File: config.mk
export PLATFORM = sky130hd
export DESIGN_NAME = numlock_button_conditioner
export DESIGN_NICKNAME = d
export VERILOG_FILES = /design/src/rtl/numlock_pkg.sv /design/src/rtl/numlock_debounce_ch.sv /design/src/rtl/numlock_button_conditioner.sv
export SDC_FILE = /design/constraint.sdc
export NUM_CORES = 1
export LEC_CHECK = 0
export ABC_AREA = 1
export CORE_MARGIN = 10
export CORE_UTILIZATION = 46
export DETAILED_ROUTE_END_ITERATION = 16
export GPL_ROUTABILITY_DRIVEN = 0
export GPL_TIMING_DRIVEN = 0
export PLACE_DENSITY = 0.63
export SETUP_SLACK_MARGIN = 0.3
export SYNTH_ARGS = -nofsm -noshare
export SYNTH_HDL_FRONTEND = slang
export SYNTH_SLANG_ARGS = --single-unit
File: constraint.sdc
create_clock -name clk -period 3.5 [get_ports clk]
set_input_delay 0.7 -clock clk [delete_from_list [all_inputs] [get_ports clk]]
set_output_delay 0.7 -clock clk [all_outputs]
set_load 0.005 [all_outputs]
File: src/rtl/numlock_pkg.sv
// numlock_pkg: shared state codes for the number-lock button conditioner.
package numlock_pkg;
  localparam logic [1:0] DB_IDLE         = 2'b00;
  localparam logic [1:0] DB_PRESS_WAIT   = 2'b01;
  localparam logic [1:0] DB_PRESSED      = 2'b10;
  localparam logic [1:0] DB_RELEASE_WAIT = 2'b11;
endpackage

File: src/rtl/numlock_debounce_ch.sv
// numlock_debounce_ch: two-flop synchronizer plus counting debounce FSM for one button.
module numlock_debounce_ch
  import numlock_pkg::*;
#(
  parameter int DEBOUNCE_CYCLES = 500000,
  parameter int CNT_W           = 19
) (
  input  logic       clk,
  input  logic       reset,
  input  logic       raw,
  output logic       level,
  output logic       pulse,
  output logic [1:0] state
);
  logic             ff1;
  logic             btn_s;
  logic [1:0]       next;
  logic [CNT_W-1:0] cnt;
  logic             done;
  assign done = cnt == CNT_W'(DEBOUNCE_CYCLES - 1);
  always_ff @(posedge clk or posedge reset)
    if (reset) begin
      ff1   <= 1'b0;
      btn_s <= 1'b0;
    end else begin
      ff1   <= raw;
      btn_s <= ff1;
    end
  // The counter only runs while staying in a wait state, so every wait entry starts from zero.
  always_ff @(posedge clk or posedge reset)
    if (reset) begin
      state <= DB_IDLE;
      cnt   <= '0;
      pulse <= 1'b0;
    end else begin
      state <= next;
      cnt   <= (state[0] && next == state) ? cnt + 1'b1 : '0;
      pulse <= state == DB_PRESS_WAIT && btn_s && done;
    end
  always_comb begin
    next = state;
    case (state)
      DB_IDLE:       next = btn_s ? DB_PRESS_WAIT : DB_IDLE;
      DB_PRESS_WAIT: next = !btn_s ? DB_IDLE : done ? DB_PRESSED : DB_PRESS_WAIT;
      DB_PRESSED:    next = btn_s ? DB_PRESSED : DB_RELEASE_WAIT;
      default:       next = btn_s ? DB_PRESSED : done ? DB_IDLE : DB_RELEASE_WAIT;
    endcase
  end
  always_comb level = state[1];
endmodule

File: src/rtl/numlock_button_conditioner.sv
// numlock_button_conditioner: independent debounced "1" (U) and "0" (Z) button channels.
module numlock_button_conditioner
  import numlock_pkg::*;
#(
  parameter int DEBOUNCE_CYCLES = 500000,
  parameter int CNT_W           = 19
) (
  input  logic       clk,
  input  logic       reset,
  input  logic       BtnU_raw,
  input  logic       BtnZ_raw,
  output logic       U,
  output logic       Z,
  output logic       U_pulse,
  output logic       Z_pulse,
  output logic [1:0] U_state,
  output logic [1:0] Z_state
);
  numlock_debounce_ch #(.DEBOUNCE_CYCLES(DEBOUNCE_CYCLES), .CNT_W(CNT_W)) u_ch (
    .clk(clk), .reset(reset), .raw(BtnU_raw), .level(U), .pulse(U_pulse), .state(U_state)
  );
  numlock_debounce_ch #(.DEBOUNCE_CYCLES(DEBOUNCE_CYCLES), .CNT_W(CNT_W)) z_ch (
    .clk(clk), .reset(reset), .raw(BtnZ_raw), .level(Z), .pulse(Z_pulse), .state(Z_state)
  );
endmodule

; Word-level counts from Yosys, hierarchy flattened
; Cells that the tools add are included.
[word_totals]
reg_bits = 48
inputBits = 4
out_inout_bits = 8
elab_cells = 44
[classes]
n_addsub = 2
eq_ne = 8
mux = 16
n_reduce_logical = 8
[op_table]
columns = operator, n
row1 = $add A19 B1 Y19 const B, 2
row2 = $eq A19 B19 Y1 const B, 2
row3 = $mux W19, 2
row4 = $mux W2, 8
row5 = $pmux W2 S3, 2
row6 = $logic_and A1 B1 Y1, 6
row7 = $eq A2 B1 Y1 const B, 2
row8 = $eq A2 B2 Y1, 2
row9 = $eq A2 B2 Y1 const B, 2
row10 = $logic_not A2 Y1, 2
row11 = $mux W1, 4

; Logic depth before layout (Yosys ltp)
; Gate-level depths: netlist of run 1.
[logic_depth]
depth_word = 7
mapped_depth = 8
mapped_depth_nobuf = 8

; By module
; From an unflattened synthesis of run 1, not the netlist that was laid out.
[unflattened]
hier_cells = 352
area_unflattened_um2 = 2735.1
[modules_own_cells]
columns = mod, n_inst, cells_each, area_per_inst_um2, seq_area_each_um2
row1 = numlock_debounce_ch, 2, 176, 1367.6, 600.6

; Least setup slack after synthesis of run 1
; Ideal clock, no wire load.
[synth_timing]
path_kind = reg-to-reg
start = register u_ch.cnt[0]
end = register u_ch.cnt[0]
setup_time_ns = 0.122
arrival_time_ns = 1.346
required_time_ns = 3.378
path_slack_ns = 2.032
stages_incl_launch_ff = 8
path_buffers = 1
period_less_slack_ns = 1.468
cell_sequence = dfrtp_1 -> ha_1 -> nand3_2 -> nor2_1 -> nand3_2 -> nand3_4 -> buf_6 -> nor2_1
[synth_between]
elab_chain_len = 7
elab_cells_between_ends = 10
cone_classes = 1 x add/sub / 2 x eq/ne / 6 x mux / 1 x reduce/logical
[synth_rtl]
columns = element, line_no
row1 = start: declaration, numlock_debounce_ch.sv:18  ; logic [CNT_W-1:0] cnt;
row2 = start signal: assignment, numlock_debounce_ch.sv:37  ; cnt <= (state[0] && next == state) ? cnt + 1'b1 : '0;
row3 = $eq A19 B19 Y1, numlock_debounce_ch.sv:20  ; assign done = cnt == CNT_W'(DEBOUNCE_CYCLES - 1);
row4 = "$mux W2, on equally long branches (2 in series)", "numlock_debounce_ch.sv:46, numlock_debounce_ch.sv:44"
row5 = $pmux W2 S3, numlock_debounce_ch.sv:42  ; case (state)
row6 = $eq A2 B2 Y1, numlock_debounce_ch.sv:37
row7 = $logic_and A1 B1 Y1, numlock_debounce_ch.sv:37
row8 = $mux W19 *, numlock_debounce_ch.sv:37
; Mark *: on every way between the ends. The rest lies on a longest branch, timed or not.

; Worst setup path in the final report of run 1
[layout_timing]
start = register u_ch.state[1]
end = output port U_state[1]
[layout_lines]
columns = element, line_no
row1 = start: declaration, numlock_debounce_ch.sv:13  ; output logic [1:0] state
row2 = start signal: assignment, numlock_debounce_ch.sv:36  ; state <= next;
row3 = end: declaration, numlock_button_conditioner.sv:16  ; output logic [1:0] U_state,
; No word-level cell between the ends.

==> results.json, run 1 <==
{
  "powerDensity_nw_per_um2": 354,
  "synthFlopType": "dfrtp_1",
  "setup_viol": 0,
  "wirelength_um": 4580,
  "hold_ws_ns": 0.351,
  "drtIter0Drc": 45,
  "chipHeight_um": 93.4,
  "placed_area_um2": 2700,
  "endpoint_kind": "primary output",
  "cpLargestDelayFamily": "buffers and inverters",
  "yosys.area.top_type": "dfrtp_1",
  "ys_ff_latch": 48,
  "drive_gt1_share_pct": 8.81,
  "yosys.area_share.simple_pct": 35.5,
  "synth-compound-area-share_pct": 2.12,
  "cts_tree": "yes",
  "muxShareOfSynthArea_pct": 0,
  "grt_pass1_vias": 1943,
  "cp_slowest_cell": "clkdlybuf4s50_1",
  "outcome": "completed",
  "synth.area.top_cells": "dfrtp_1 48%, nand2_1 13%, nor2_1 12%",
  "path_class": "flip-flop to primary output",
  "synth_warnings": 0,
  "cts_resized": 0,
  "total_switching_power_uw": 209,
  "peakVddDrop_mv": 0.191,
  "leakagePower_nw": 1.07,
  "synth_edf_count": 0,
  "fin_nets": 334,
  "firstDrtPassIters": 5,
  "num_rows": 26,
  "vias": 1872,
  "core_um2": 5170,
  "detailed_place_hpwl_um": 3420,
  "area_delta_synth_final_pct": 13.1,
  "clk_pin_slew_ns": 0.08,
  "synthAdderAreaFrac_pct": 1.01,
  "synth.top_cell.area_share_pct": 48.4,
  "slew_headroom_pct": 77.7,
  "ys_seq_area_share_pct": 48.4,
  "start_util_pct": 48.0,
  "fin_crit_ns": 2.03,
  "cts-root-buf": "clkbuf_8",
  "skew_ns": 0.00812,
  "antenna_cells": 0,
  "cts_buffers": 5,
  "syn-cell-area_um2": 2480,
  "cap_violations": 0,
  "viasPerCell": 4.69,
  "synthCells": 309,
  "synth_top_family_by_area": "simple AND/OR/NAND/NOR gates",
  "post-route-period-util_pct": 58.0,
  "seqPwrFrac_pct": 56.7,
  "path_cells": "buf_4 -> clkdlybuf4s50_1",
  "p_int_uw": 786,
  "hold_buffers": 0,
  "required_ns": 2.80,
  "fillers": 469,
  "drc": 0,
  "postCtsSetupBuffers": 0,
  "dp_cells": 391,
  "arrival_ns": 1.33,
  "synth.distinct_cells": 23,
  "max_slew.worst_pin.slew_ns": 0.334,
  "fin_cells": 399,
  "clock-sinks": 48,
  "max_stage_delay_ns": 0.49,
  "grt_overflow": 0,
  "async_flop_share_pct": 100,
  "rsz0062_at_grt": "false",
  "io_buffers": 11,
  "combPwrFrac_pct": 3.9,
  "grt_first_pass_wirelength_um": 8520,
  "grt.total_usage_pct": 12.0,
  "synth_commonest_cells": "84 x nand2_1, 78 x nor2_1, 48 x dfrtp_1, 22 x inv_1, 12 x xor2_1",
  "swShare_pct": 21.0,
  "clockBufferDepth": 2,
  "synth_xor_area_share_pct": 8.12,
  "cp-start-kind": "flip-flop",
  "die_width_um": 93.4,
  "synth_fp_nets": 315,
  "hold_violations": 0,
  "stdcell_area_um2": 2810,
  "grt_max_degree": 35,
  "antenna_found_initial": 0,
  "drt.antenna.violating_nets": 0,
  "post-synth-top-count-cell": "nand2_1",
  "clk_latency_ns": 0.30,
  "multiInputGateArea_um2": 1160,
  "fmax_ghz": 0.493,
  "tns_ns": 0,
  "slew_violations": 0,
  "pin_count": 12,
  "crit_buf_inv": 2,
  "seqCellArea_um2": 1200,
  "power_uw": 995,
  "syn_avg_cell_area_um2": 8.03,
  "hold_path_class": "flip-flop to flip-flop",
  "worstPathMaxFanout": 5,
  "pwr-share-clk_pct": 39.4,
  "drt-wirelength-per-cell_um": 11.5,
  "dieArea_um2": 8730,
  "htree_levels": 2
}
==> cells in the final DEF (no fill, tap or decap), drive strengths merged <==
cell / n
a21oi: 3
and2: 2
buf: 5
bufinv: 1
clkbuf: 6
clkdlybuf4s50: 11
clkinv: 1
dfrtp: 48
ha: 2
inv: 22
nand2: 84
nand3: 16
nand4: 6
nor2: 84
nor3: 4
nor3b: 2
o21ai: 3
o21bai: 3
or2: 3
xnor2: 11
xor2: 12
==> worst paths after layout <==
kind | from | endpoint | slack, ns | cells past startpoint
hold reg to reg | z_ch.ff1$_DFF_PP0_ | z_ch.btn_s$_DFF_PP0_ | 0.35 | 0
max in group asynchronous | reset | z_ch.cnt[15]$_DFF_PP0_ | 2.34 | 3
setup reg to reg | u_ch.cnt[0]$_DFF_PP0_ | u_ch.cnt[0]$_DFF_PP0_ | 1.77 | 7
hold / removal | z_ch.ff1$_DFF_PP0_ | z_ch.btn_s$_DFF_PP0_ | 0.35 | 0
setup / recovery | u_ch.state[1]$_DFF_PP0_ | U_state[1] | 1.47 | 2
min in group asynchronous | reset | u_ch.cnt[12]$_DFF_PP0_ | 0.68 | 2
==> layout make-up <==
| class | count | area share [%] |
|---|---|---|
| Inverter | 22 | 2.94 |
| Sequential cell | 48 | 42.8 |
| Tap cell | 70 | 3.12 |
| Buffer | 4 | 1.34 |
| Multi-Input combinational cell | 235 | 41.3 |
| Clock buffer | 6 | 2.59 |
| Timing Repair Buffer | 12 | 4.64 |
| Clock inverter | 2 | 1.25 |
==> logic make-up after synthesis <==
kind of cell | after synthesis
and+or+nand+nor | 201
DFF | 48
buffers and inverters | 26
xor gates and xnor gates | 23
AOI/OAI and AO/OA | 9
adders and majority gates | 2
==> stage by stage <==
stage	setup slack, ns	util, %
2_1_floorplan	1.66	-
4_1_cts	1.45	54.3
6_report	1.47	54.3
3_5_place_dp	1.74	52.2
3_3_place_gp	0.684	51.8
5_1_grt	1.40	54.3
==> worst register-to-register path, cell delays in order (launching register included) <==
cell     delay (ns)
dfrtp_1        0.44
ha_1           0.29
nand3_2        0.20
nor2_1         0.18
nand3_2        0.14
nand3_4        0.17
buf_6          0.17
nor2_1         0.05
==> sequential cells by signal, indices dropped and copies added (netlist names) <==
name and count:
u_ch.cnt 19, z_ch.cnt 19, u_ch.state 2, z_ch.state 2, u_ch.btn_s 1, u_ch.ff1 1
u_ch.pulse 1, z_ch.btn_s 1, z_ch.ff1 1, z_ch.pulse 1
==> layer usage <==
metal / vias to the layer above / global-route usage, % / part of all wire (%)
met2: 15 / 21.2 / 52
met3: 9 / 2.64 / 1.9
li1: 990 / - / -
met5: - / 0 / 0
met1: 858 / 13.5 / 44
met4: 0 / 5.40 / 2.3
==> power by group through the flow <==
stage          logic [mW]  registers, mW  clock network [mW]
2_1_floorplan      0.0243          0.575                   0
3_3_place_gp       0.0379          0.575                   0
3_5_place_dp       0.0409          0.575                   0
4_1_cts            0.0411          0.564               0.408
5_1_grt            0.0456          0.566               0.435
6_report           0.0389          0.564               0.392
No activity file was read; power rests on OpenSTA's default activity.
==> run 2, diff against run 1 <==
- PLACE_DENSITY: 0.63 -> 0.65
- clock period: 3.5 -> 1.8 ns (I/O delays scaled with it)
==> results.json, run 2 (synthesis results as in run 1) <==
{
  "busiest_layer": "met2",
  "slew_headroom_pct": 31.1,
  "post-route-period-util_pct": 80.8,
  "fmax_ghz": 0.688,
  "dieArea_um2": 8730,
  "slew_violations": 0,
  "leakagePower_nw": 1.18,
  "htree_levels": 2,
  "clock-sinks": 48,
  "cts_buffers": 5,
  "layout_commonest_cell": "nand2_1",
  "setup_viol": 0,
  "wirelength_um": 4870,
  "viasPerCell": 4.77,
  "num_rows": 26,
  "required_ns": 1.44,
  "grt_max_degree": 49,
  "hold_path_class": "flip-flop to flip-flop",
  "grtUsageMet1_pct": 13.2,
  "drive_gt1_share_pct": 17.9,
  "antenna_found_initial": 0,
  "clk_latency_ns": 0.30,
  "path_class": "flip-flop to primary output",
  "area_delta_synth_final_pct": 20.8,
  "antenna_cells": 0,
  "max_slew.worst_pin.slew_ns": 1.03,
  "hold_violations": 0,
  "die_width_um": 93.4,
  "grt_pass1_vias": 1952,
  "core_um2": 5170,
  "final_cell_mix": "82 x nand2_1, 71 x nor2_1, 46 x dfrtp_1",
  "powerDensity_nw_per_um2": 615,
  "met2_usage_pct": 21.2,
  "chipHeight_um": 93.4,
  "cts_tree": "yes",
  "utilization_pct": 58.0,
  "drt.antenna.violating_nets": 0,
  "start_util_pct": 48.0,
  "skew_ns": 0.0130,
  "cp-start-kind": "flip-flop",
  "vias": 1985,
  "fin_nets": 351,
  "worstPathMaxFanout": 3,
  "detailed_place_hpwl_um": 3360,
  "cap_violations": 0,
  "peakVddDrop_mv": 0.463,
  "io_buffers": 11,
  "cts-root-buf": "clkbuf_8",
  "arrival_ns": 1.09,
  "drtIter0Drc": 84,
  "endpoint_kind": "primary output",
  "drt-wirelength-per-cell_um": 11.7,
  "power_mw": 1.84,
  "clockBufferDepth": 2,
  "grt_first_pass_wirelength_um": 8470,
  "reg_top3": "u_ch.cnt: 19 flops, z_ch.cnt: 19 flops",
  "outcome": "completed",
  "drc": 0,
  "fillers": 471,
  "clk_pin_slew_ns": 0.10,
  "firstDrtPassIters": 4,
  "grt.total_usage_pct": 11.9,
  "grt_overflow": 0,
  "met3_usage_pct": 3.44,
  "pin_count": 12,
  "rsz0062_at_grt": "false",
  "fin_crit_ns": 1.45,
  "hold_buffers": 0
}
-- run 2: final timing paths --
path	from	end	slack, ns	depth (start not counted)
min reg2reg	z_ch.ff1$_DFF_PP0_	z_ch.btn_s$_DFF_PP0_	0.37	0
max	z_ch.state[1]$_DFF_PP0_	Z_state[1]	0.35	2
min	z_ch.ff1$_DFF_PP0_	z_ch.btn_s$_DFF_PP0_	0.37	0
max reg2reg	z_ch.state[1]$_DFF_PP0_	z_ch.cnt[17]$_DFF_PP0_	0.39	6
max in group asynchronous	reset	u_ch.cnt[0]$_DFF_PP0_	0.56	2
min in group asynchronous	reset	u_ch.state[1]$_DFF_PP0_	0.62	2
-- run 2: power by group --
group          internal (mW)  leakage, nW  switching (mW)
clock                  0.276       0.0445           0.375
combinational         0.0405        0.480          0.0568
sequential              1.09        0.652         0.00705
total                   1.41         1.18           0.439
-- run 2: per-stage QoR --
stage / cells / instance area (µm²) / hold slack [ns] / setup slack [ns] / setup TNS (ns)
2_1_floorplan: 309 / 2480 / 0.331 / 0.332 / 0
3_3_place_gp: 390 / 2680 / 0.333 / 0.0378 / 0
4_1_cts: 409 / 2890 / 0.362 / 0.301 / 0
6_report: 416 / 3000 / 0.367 / 0.346 / 0
3_5_place_dp: 390 / 2680 / 0.342 / -0.00298 / -0.00298
5_1_grt: 416 / 3000 / 0.367 / 0.286 / 0
-- run 2: what timing repair did --
action                     4_1_cts  5_1_grt
pin swaps                        0        3
resized for setup               13       16
buffers inserted                11        7
setup endpoints to repair       49       37
-- run 2: critical path, cell delays in order, from the launching register on --
cell,delay [ns]
dfrtp_1,0.40
buf_4,0.13
dlygate4sd2_1,0.25
-- run 2: metal layers --
| layer | wire [µm] | up-vias |
|---|---|---|
| met5 | 0 | - |
| met4 | 53 | 0 |
| met3 | 146 | 7 |
| met2 | 2570 | 16 |
| met1 | 2100 | 936 |
| li1 | - | 1026 |
-- run 2: area by class of cell --
type                    instances  area (µm²)  area share, %
inverters                      22        86.3           2.88
multi-input cells             235        1240           41.3
clock buffers                   5        68.8           2.30
flip-flops and latches         48        1200           40.2
plain buffers                   4        41.3           1.38
clock inverters                 3        21.3          0.710
repair buffers                 29         251           8.39
well taps                      70        87.6           2.92
==> run 3, diff against run 2 <==
- PLACE_DENSITY: 0.65 -> 0.63
- clock period: 1.8 -> 1.4 ns (I/O delays scaled with it)
==> results.json, run 3 (synthesis results as in run 1) <==
{
  "outcome": "completed",
  "rsz0062_at_grt": "true",
  "detailed_place_hpwl_um": 3400,
  "endpoint_kind": "flip-flop",
  "drt-wirelength-per-cell_um": 12.3,
  "antenna_cells": 0,
  "cts_buffers": 5,
  "drc": 0,
  "hold_depth": 0,
  "fin_crit_ns": 1.36,
  "grt_overflow": 0,
  "slew_headroom_pct": 64.1,
  "layout_commonest_cell": "nand2_1",
  "area_delta_synth_final_pct": 39.1,
  "post-route-period-util_pct": 97.2,
  "vias": 2144,
  "htree_levels": 2,
  "slew_violations": 0,
  "die_width_um": 93.4,
  "rr_worst_depth": 6,
  "tns_ns": 0,
  "path_class": "flip-flop to flip-flop",
  "start_util_pct": 48.0,
  "r2r_start": "u_ch.state[1]$_DFF_PP0_",
  "num_rows": 26,
  "pin_count": 12,
  "stdcell_area_um2": 3450,
  "grt.total_usage_pct": 12.9,
  "core_um2": 5170,
  "cts-root-buf": "clkbuf_8",
  "fin_nets": 382,
  "skew_ns": 0.00993,
  "clk_pin_slew_ns": 0.09,
  "setup_viol": 0,
  "grt_pass1_vias": 2077,
  "fmax_ghz": 0.735,
  "utilization_pct": 66.7,
  "reg2reg_to": "u_ch.cnt[14]$_DFF_PP0_",
  "drt.antenna.violating_nets": 0,
  "dieArea_um2": 8730,
  "hold_start": "z_ch.ff1$_DFF_PP0_",
  "worstPathMaxFanout": 4,
  "arrival_ns": 1.58,
  "drtIter0Drc": 92,
  "leakagePower_nw": 1.35,
  "clockBufferDepth": 2,
  "max_slew.worst_pin.slew_ns": 0.537,
  "fillers": 411,
  "power_mw": 2.55,
  "hold_violations": 0,
  "wirelength_um": 5500,
  "chipHeight_um": 93.4,
  "hold_path_class": "flip-flop to flip-flop",
  "antenna_found_initial": 0,
  "drive_gt1_share_pct": 39.3,
  "powerDensity_nw_per_um2": 738,
  "cap_violations": 0,
  "cp-start-kind": "flip-flop",
  "r2r_slack_ns": 0.04,
  "worstHoldEndpoint": "z_ch.btn_s$_DFF_PP0_",
  "peakVddDrop_mv": 0.447,
  "final_cell_mix": "70 x nand2_1, 54 x nor2_1, 38 x buf_4, 38 x dfrtp_1, 22 x nor2_2",
  "viasPerCell": 4.80,
  "clock-sinks": 48,
  "grt_max_degree": 25,
  "firstDrtPassIters": 4,
  "grt_first_pass_wirelength_um": 9170,
  "io_buffers": 11,
  "cts_tree": "yes",
  "placed_area_um2": 2750,
  "clk_latency_ns": 0.30,
  "reg_top3": "u_ch.cnt: 19 flops, z_ch.cnt: 19 flops",
  "required_ns": 1.62
}
run 3: layout make-up:
class	count	area, µm²	area share, %
flip-flops and latches	48	1210	35.2
clock buffers	6	72.6	2.10
plain buffers	4	48.8	1.41
clock inverters	2	35.0	1.02
multi-input cells	235	1410	40.9
inverters	22	86.3	2.50
repair inverters	1	7.51	0.218
well taps	70	87.6	2.54
repair buffers	59	487	14.1
run 3: worst max-delay path, stage by stage, from the launching register on:
cell and delay [ns]:
dfrtp_1 0.40, buf_4 0.15, or2_4 0.27, nand2_4 0.09, nand3_4 0.10, buf_4 0.17
nor2_1 0.12
run 3: layer usage:
metal  vias to the layer above  GRT usage [%]  share of wire, %  routed length [µm]
met1                      1021           14.1                41                2270
met4                         0           4.88               1.5                  80
met5                         -              0                 0                   0
met3                         7           2.88               2.2                 123
met2                        27           23.5                55                3030
li1                       1089              -                 -                   -
run 3: timing repair:
action	CTS	global route
pin swaps	12	20
hold buffers	0	0
resized for setup	72	49
endpoints found under the setup margin	100	51
cloned	2	0
buffers inserted	32	15
run 3: worst max-delay path by stage:
stage                                        from                endpoint  slack, ns  cells after the start
after floorplan             u_ch.cnt[0]$_DFF_PP0_   u_ch.cnt[0]$_DFF_PP0_       0.05                      7
after global placement      u_ch.cnt[0]$_DFF_PP0_   u_ch.cnt[0]$_DFF_PP0_      -0.16                      7
after detailed placement    u_ch.cnt[0]$_DFF_PP0_   u_ch.cnt[8]$_DFF_PP0_      -0.17                      7
after CTS                   u_ch.cnt[1]$_DFF_PP0_   u_ch.cnt[2]$_DFF_PP0_       0.04                      7
after global routing        u_ch.cnt[6]$_DFF_PP0_  u_ch.cnt[14]$_DFF_PP0_      -0.06                      7
final                     u_ch.state[1]$_DFF_PP0_  u_ch.cnt[14]$_DFF_PP0_       0.04                      6
run 3: report_power, final:
group	leakage, nW	switching [mW]	internal (mW)
registers	0.639	0.00880	1.40
clock network	0.0552	0.467	0.531
logic	0.657	0.0813	0.0607
total	1.35	0.557	1.99
run 3: stage by stage:
stage	worst slack (ns)	cells	hold slack [ns]
2_1_floorplan	0.0504	309	0.310
3_3_place_gp	-0.159	390	0.336
3_5_place_dp	-0.170	390	0.339
4_1_cts	0.0411	432	0.354
5_1_grt	-0.0599	447	0.346
6_report	0.0395	447	0.346
==> edit 1 (flow settings as in run 2) <==
Add an input register stage for `BtnU_raw` and `BtnZ_raw`; this delays them by one clock.
--- a/src/rtl/numlock_button_conditioner.sv
+++ b/src/rtl/numlock_button_conditioner.sv
@@ -18,7 +18,16 @@
 );
+
+  logic BtnU_raw_q;
+  logic BtnZ_raw_q;
+
+  always_ff @(posedge clk) begin
+      BtnU_raw_q <= BtnU_raw;
+      BtnZ_raw_q <= BtnZ_raw;
+  end
+
   numlock_debounce_ch #(.DEBOUNCE_CYCLES(DEBOUNCE_CYCLES), .CNT_W(CNT_W)) u_ch (
-    .clk(clk), .reset(reset), .raw(BtnU_raw), .level(U), .pulse(U_pulse), .state(U_state)
+    .clk(clk), .reset(reset), .raw(BtnU_raw_q), .level(U), .pulse(U_pulse), .state(U_state)
   );
   numlock_debounce_ch #(.DEBOUNCE_CYCLES(DEBOUNCE_CYCLES), .CNT_W(CNT_W)) z_ch (
-    .clk(clk), .reset(reset), .raw(BtnZ_raw), .level(Z), .pulse(Z_pulse), .state(Z_state)
+    .clk(clk), .reset(reset), .raw(BtnZ_raw_q), .level(Z), .pulse(Z_pulse), .state(Z_state)
   );
Behaviour: not the same (a bounded check fails within 4 cycles, from zero or initial values and one cycle with reset high).
==> edit 1 against run 2 <==
Fmax grew 1.3%; global-route usage shrank 0.063 points; critical path type unchanged; largest power group unchanged; cell area grew 2.1%; routed wire length grew 1.8%; die area grew 1.3%; setup slack gained 0.019 ns; area after synthesis grew 1.6%; synthesized cell count grew 0.65%; register-to-register slack is essentially flat; power grew 9.7%; sequential cell count grew 2.
==> edit 1: results <==
{
  "grt_pass1_wl_um": 8510,
  "use_met3": 0.0256,
  "wl_um": 4960,
  "worstRegToRegCells": 7,
  "met3_length_um": 237,
  "vias": 2024,
  "drt-initial-drc-count": 147,
  "worstPathArrival_ns": 1.07,
  "yosysSeqAreaShare": 0.492,
  "hold_end": "z_ch.ff1$_DFF_PP0_",
  "r2r-start": "z_ch.cnt[1]$_DFF_PP0_",
  "syn_nets": 317,
  "synthArstFlopShare": 0.960,
  "worstSetupEndpoint": "U_state[1]",
  "leakage_nw": 1.21,
  "detailed_place.area_um2": 2720,
  "pre_cts_slack_ns": 0.0541,
  "status": "complete, no violations",
  "wl_met1_um": 2490,
  "setup.worst_path.start": "u_ch.state[1]$_DFF_PP0_",
  "fmax_mhz": 697,
  "timing.rr.end": "z_ch.cnt[6]$_DFF_PP0_",
  "utilization": 0.588,
  "use_met1": 0.164,
  "max-vdd-ir-drop_v": 0.000302,
  "wl_met2_um": 2160,
  "relSlewSlack": 0.310,
  "synth.area.top_cells": "dfrtp_1 (48%), nand2_1 (13%), nor2_1 (12%)",
  "clock_skew_ns": 0.00650,
  "met2_usage": 0.176,
  "dp_hpwl_um": 3360
}
edit 1: cell types whose count changed in the layout (fill, tap and decap cells not counted), sizes merged:
cell / run 2 / this run
bufinv: 0 / 1
clkdlybuf4s15: 0 / 1
clkinv: 1 / 2
clkinvlp: 2 / 1
dfxtp: 0 / 2
dlygate4sd2: 7 / 6
inv: 22 / 21
edit 1: kinds of logic (layout without fill, tap and decap cells):
logic type,Yosys count,count (layout),share of synthesized area
flip-flops,50,50,0.492
AND/OR/NAND/NOR,201,201,0.349
buffers and inverters,26,63,0.0476
XOR/XNOR,23,23,0.0799
adder cells (fa/ha/maj),2,2,0.00992
AO/OA/AOI/OAI,9,9,0.0208
edit 1: worst max-delay path: cells and delay by family, from the launching register on:
family | cells | cell delay, ns
buffers and inverters | 2 | 0.38
DFF | 1 | 0.40
edit 1: area by class of cell:
type                    count  area (µm²)  area share
multi-input cells         235        1240       0.406
repair buffers             29         253      0.0826
flip-flops and latches     50        1240       0.406
clock inverters             3        40.0      0.0131
inverters                  22        86.3      0.0282
plain buffers               4        41.3      0.0135
clock buffers               5        68.8      0.0225
well taps                  70        87.6      0.0286
edit 1: report_power, final:
group           total, W  internal [W]  switching, W
Sequential       0.00114       0.00113    0.00000683
Clock           0.000783      0.000409      0.000373
Combinational  0.0000989     0.0000414     0.0000575
Total            0.00202       0.00159      0.000438
edit 1: what timing repair did:
item / CTS / global route
hold endpoints to repair: 0 / 0
hold buffers: 0 / 0
setup endpoints to repair: 48 / 36
resized for setup: 12 / 16
setup buffers: 10 / 8
pin swaps: 1 / 5
edit 1: metrics by stage:
step                      hold slack (ns)  power [W]
after floorplan                     0.316    0.00121
after global placement              0.319    0.00124
after detailed placement            0.324    0.00124
after CTS                           0.338    0.00204
after global routing                0.341    0.00210
final                               0.336    0.00202
==> edit 2 (config.mk and constraints of run 2) <==
Without the edit above. `CNT_W` is set to 19 in 2 places; all go to 38.
--- a/src/rtl/numlock_debounce_ch.sv
+++ b/src/rtl/numlock_debounce_ch.sv
@@ -5,3 +5,3 @@
   parameter int DEBOUNCE_CYCLES = 500000,
-  parameter int CNT_W           = 19
+  parameter int CNT_W           = 38
 ) (
--- a/src/rtl/numlock_button_conditioner.sv
+++ b/src/rtl/numlock_button_conditioner.sv
@@ -5,3 +5,3 @@
   parameter int DEBOUNCE_CYCLES = 500000,
-  parameter int CNT_W           = 19
+  parameter int CNT_W           = 38
 ) (
Check against the original RTL: same outputs for any inputs over 10 cycles, from zero or initial values and one cycle with reset high; that may be too few to reach the edited logic, so the function may still have changed.
==> edit 2 against run 2 <==
Critical path depth rose by 8; cell area rose to 2.5 times the old value; sequential cell count rose by 38; routed wire length rose to 3.3 times the old value; clock power rose to 2.8 times the old value; setup slack got worse by 0.26 ns; core utilization rose by 10 points; count of clock-buffer cells in the layout rose by 5; hold slack got worse by 0.0080 ns; area after synthesis rose by 110%; die area rose by 83%; power rose by 120%; highest routed layer unchanged.
==> edit 2: results <==
{
  "status": "complete, no violations",
  "synth.area.top_cells": "dfrtp_1 (41%), nand2_1 (15%), nor2_1 (15%)",
  "min_path_type": "flop to flop",
  "path_clk_slew_ns": 0.06,
  "ant_nets": 0,
  "drive_gt1_frac": 0.373,
  "io_buffers": 11,
  "grt_usage": 0.182,
  "detailed_place.area_um2": 5540,
  "met3_length_um": 832,
  "htree_levels": 3,
  "worstPathArrival_ns": 1.95,
  "cp_max_fo": 5,
  "nFillCells": 821,
  "grt_pass1_wl_um": 24000,
  "setup_viol": 0,
  "first_pass_iters": 6,
  "wl_met2_um": 8430,
  "clk_path_buf_depth": 2,
  "syn_nets": 751,
  "dp_hpwl_um": 9580,
  "wl_um": 15900,
  "vias_per_cell": 5.18,
  "grt_pass1_vias": 5014,
  "cts-root-buf": "clkbuf_16",
  "yosys_warnings": 0,
  "cts_made_buffers": 9,
  "tightest_slew_ns": 0.557,
  "synthArstFlopShare": 1.00,
  "maxUsedRoutingLayer": "met4",
  "clk_latency_ns": 0.35,
  "leakage_nw": 2.96,
  "antenna_cells": 0,
  "synth_common_cells": "nand2_1 (214), nor2_1 (213), dfrtp_1 (86)",
  "wl_met1_um": 5990,
  "antenna_found_initial": 0,
  "fin_nets": 876,
  "drt-initial-drc-count": 461,
  "yosysSeqAreaShare": 0.413,
  "reg_top3": "u_ch.cnt x38, z_ch.cnt x38",
  "grt_max_degree": 36,
  "synth_cell_types": 24,
  "clock_skew_ns": 0.00714,
  "max-vdd-ir-drop_v": 0.000837,
  "p_int_w": 0.00314
}
edit 2: cell count changes in the layout (fill, tap and decap cells not counted), sizes merged, moves of 7 or more:
cell and change:
xor2 +37, nand3 +21, inv +56, nor2 +138, nand4 +9, dfrtp +38, nand2 +134, clkbuf +7
buf +90
edit 2: path summary, 6_finish.rpt:
path | startpoint | end | slack (ns) | cells after the start
worst max register to register | u_ch.cnt[0]$_DFF_PP0_ | u_ch.cnt[24]$_DFF_PP0_ | 0.08 | 10
min in group asynchronous | reset | z_ch.cnt[26]$_DFF_PP0_ | 0.41 | 2
worst min-delay path | u_ch.ff1$_DFF_PP0_ | u_ch.btn_s$_DFF_PP0_ | 0.36 | 0
worst min register to register | u_ch.ff1$_DFF_PP0_ | u_ch.btn_s$_DFF_PP0_ | 0.36 | 0
max in group asynchronous | reset | u_ch.cnt[30]$_DFF_PP0_ | 0.61 | 4
worst max-delay path | u_ch.cnt[0]$_DFF_PP0_ | u_ch.cnt[24]$_DFF_PP0_ | 0.08 | 10
edit 2: kinds of logic after synthesis:
group	share of synthesized area
AOI/OAI and AO/OA	0.00144
xor gates and xnor gates	0.101
adders and majority gates	0.00480
buffers and inverters	0.0732
DFF	0.413
and+or+nand+nor	0.407
edit 2: metrics by stage:
stage                     total power [W]  cells  setup TNS [ns]  setup slack (ns)  utilization
after floorplan                   0.00206    745               0             0.302            -
after global placement            0.00210    896          -42.33            -0.501        0.501
after detailed placement          0.00211    898        -0.00922          -0.00922        0.505
after CTS                         0.00407    969               0             0.149        0.601
after global routing              0.00421   1014         -0.0353           -0.0102        0.683
final                             0.00406   1014               0            0.0845        0.683
edit 2: cell type report:
class	instances	share of cell area
Multi-Input combinational cell	571	0.447
Clock buffer	10	0.0305
Clock inverter	5	0.00801
Sequential cell	86	0.290
Buffer	10	0.0170
Inverter	78	0.0402
Timing Repair Buffer	114	0.144
Tap cell	140	0.0234
edit 2: power groups by stage:
stage,registers [W],clock network [W],logic (W)
after detailed placement,0.00199,0,0.000124
after global routing,0.00195,0.00198,0.000273
final,0.00195,0.00185,0.000254
after CTS,0.00195,0.00190,0.000220
after floorplan,0.00199,0,0.0000754
after global placement,0.00199,0,0.000111
edit 2: layer usage:
layer	vias up	global-route usage
met4	0	0.0837
li1	2502	-
met2	212	0.330
met3	52	0.0425
met1	2487	0.196
met5	-	0
edit 2: critical path, cell delays in order (launching register included):
cell and delay (ns):
dfrtp_1 0.40, ha_4 0.18, nand3_4 0.10, nor3_2 0.20, nand3_1 0.15, nand3_2 0.12, buf_6 0.12, buf_12 0.12
buf_6 0.09, buf_8 0.09, nor2_1 0.04
edit 2: what timing repair did:
item                       CTS  global route
gates cloned                 5             1
pin swaps                   31            63
resized for setup           92           176
hold buffers                 0             0
buffers inserted            51            44
hold endpoints to repair     0             0
setup endpoints to repair   88            83
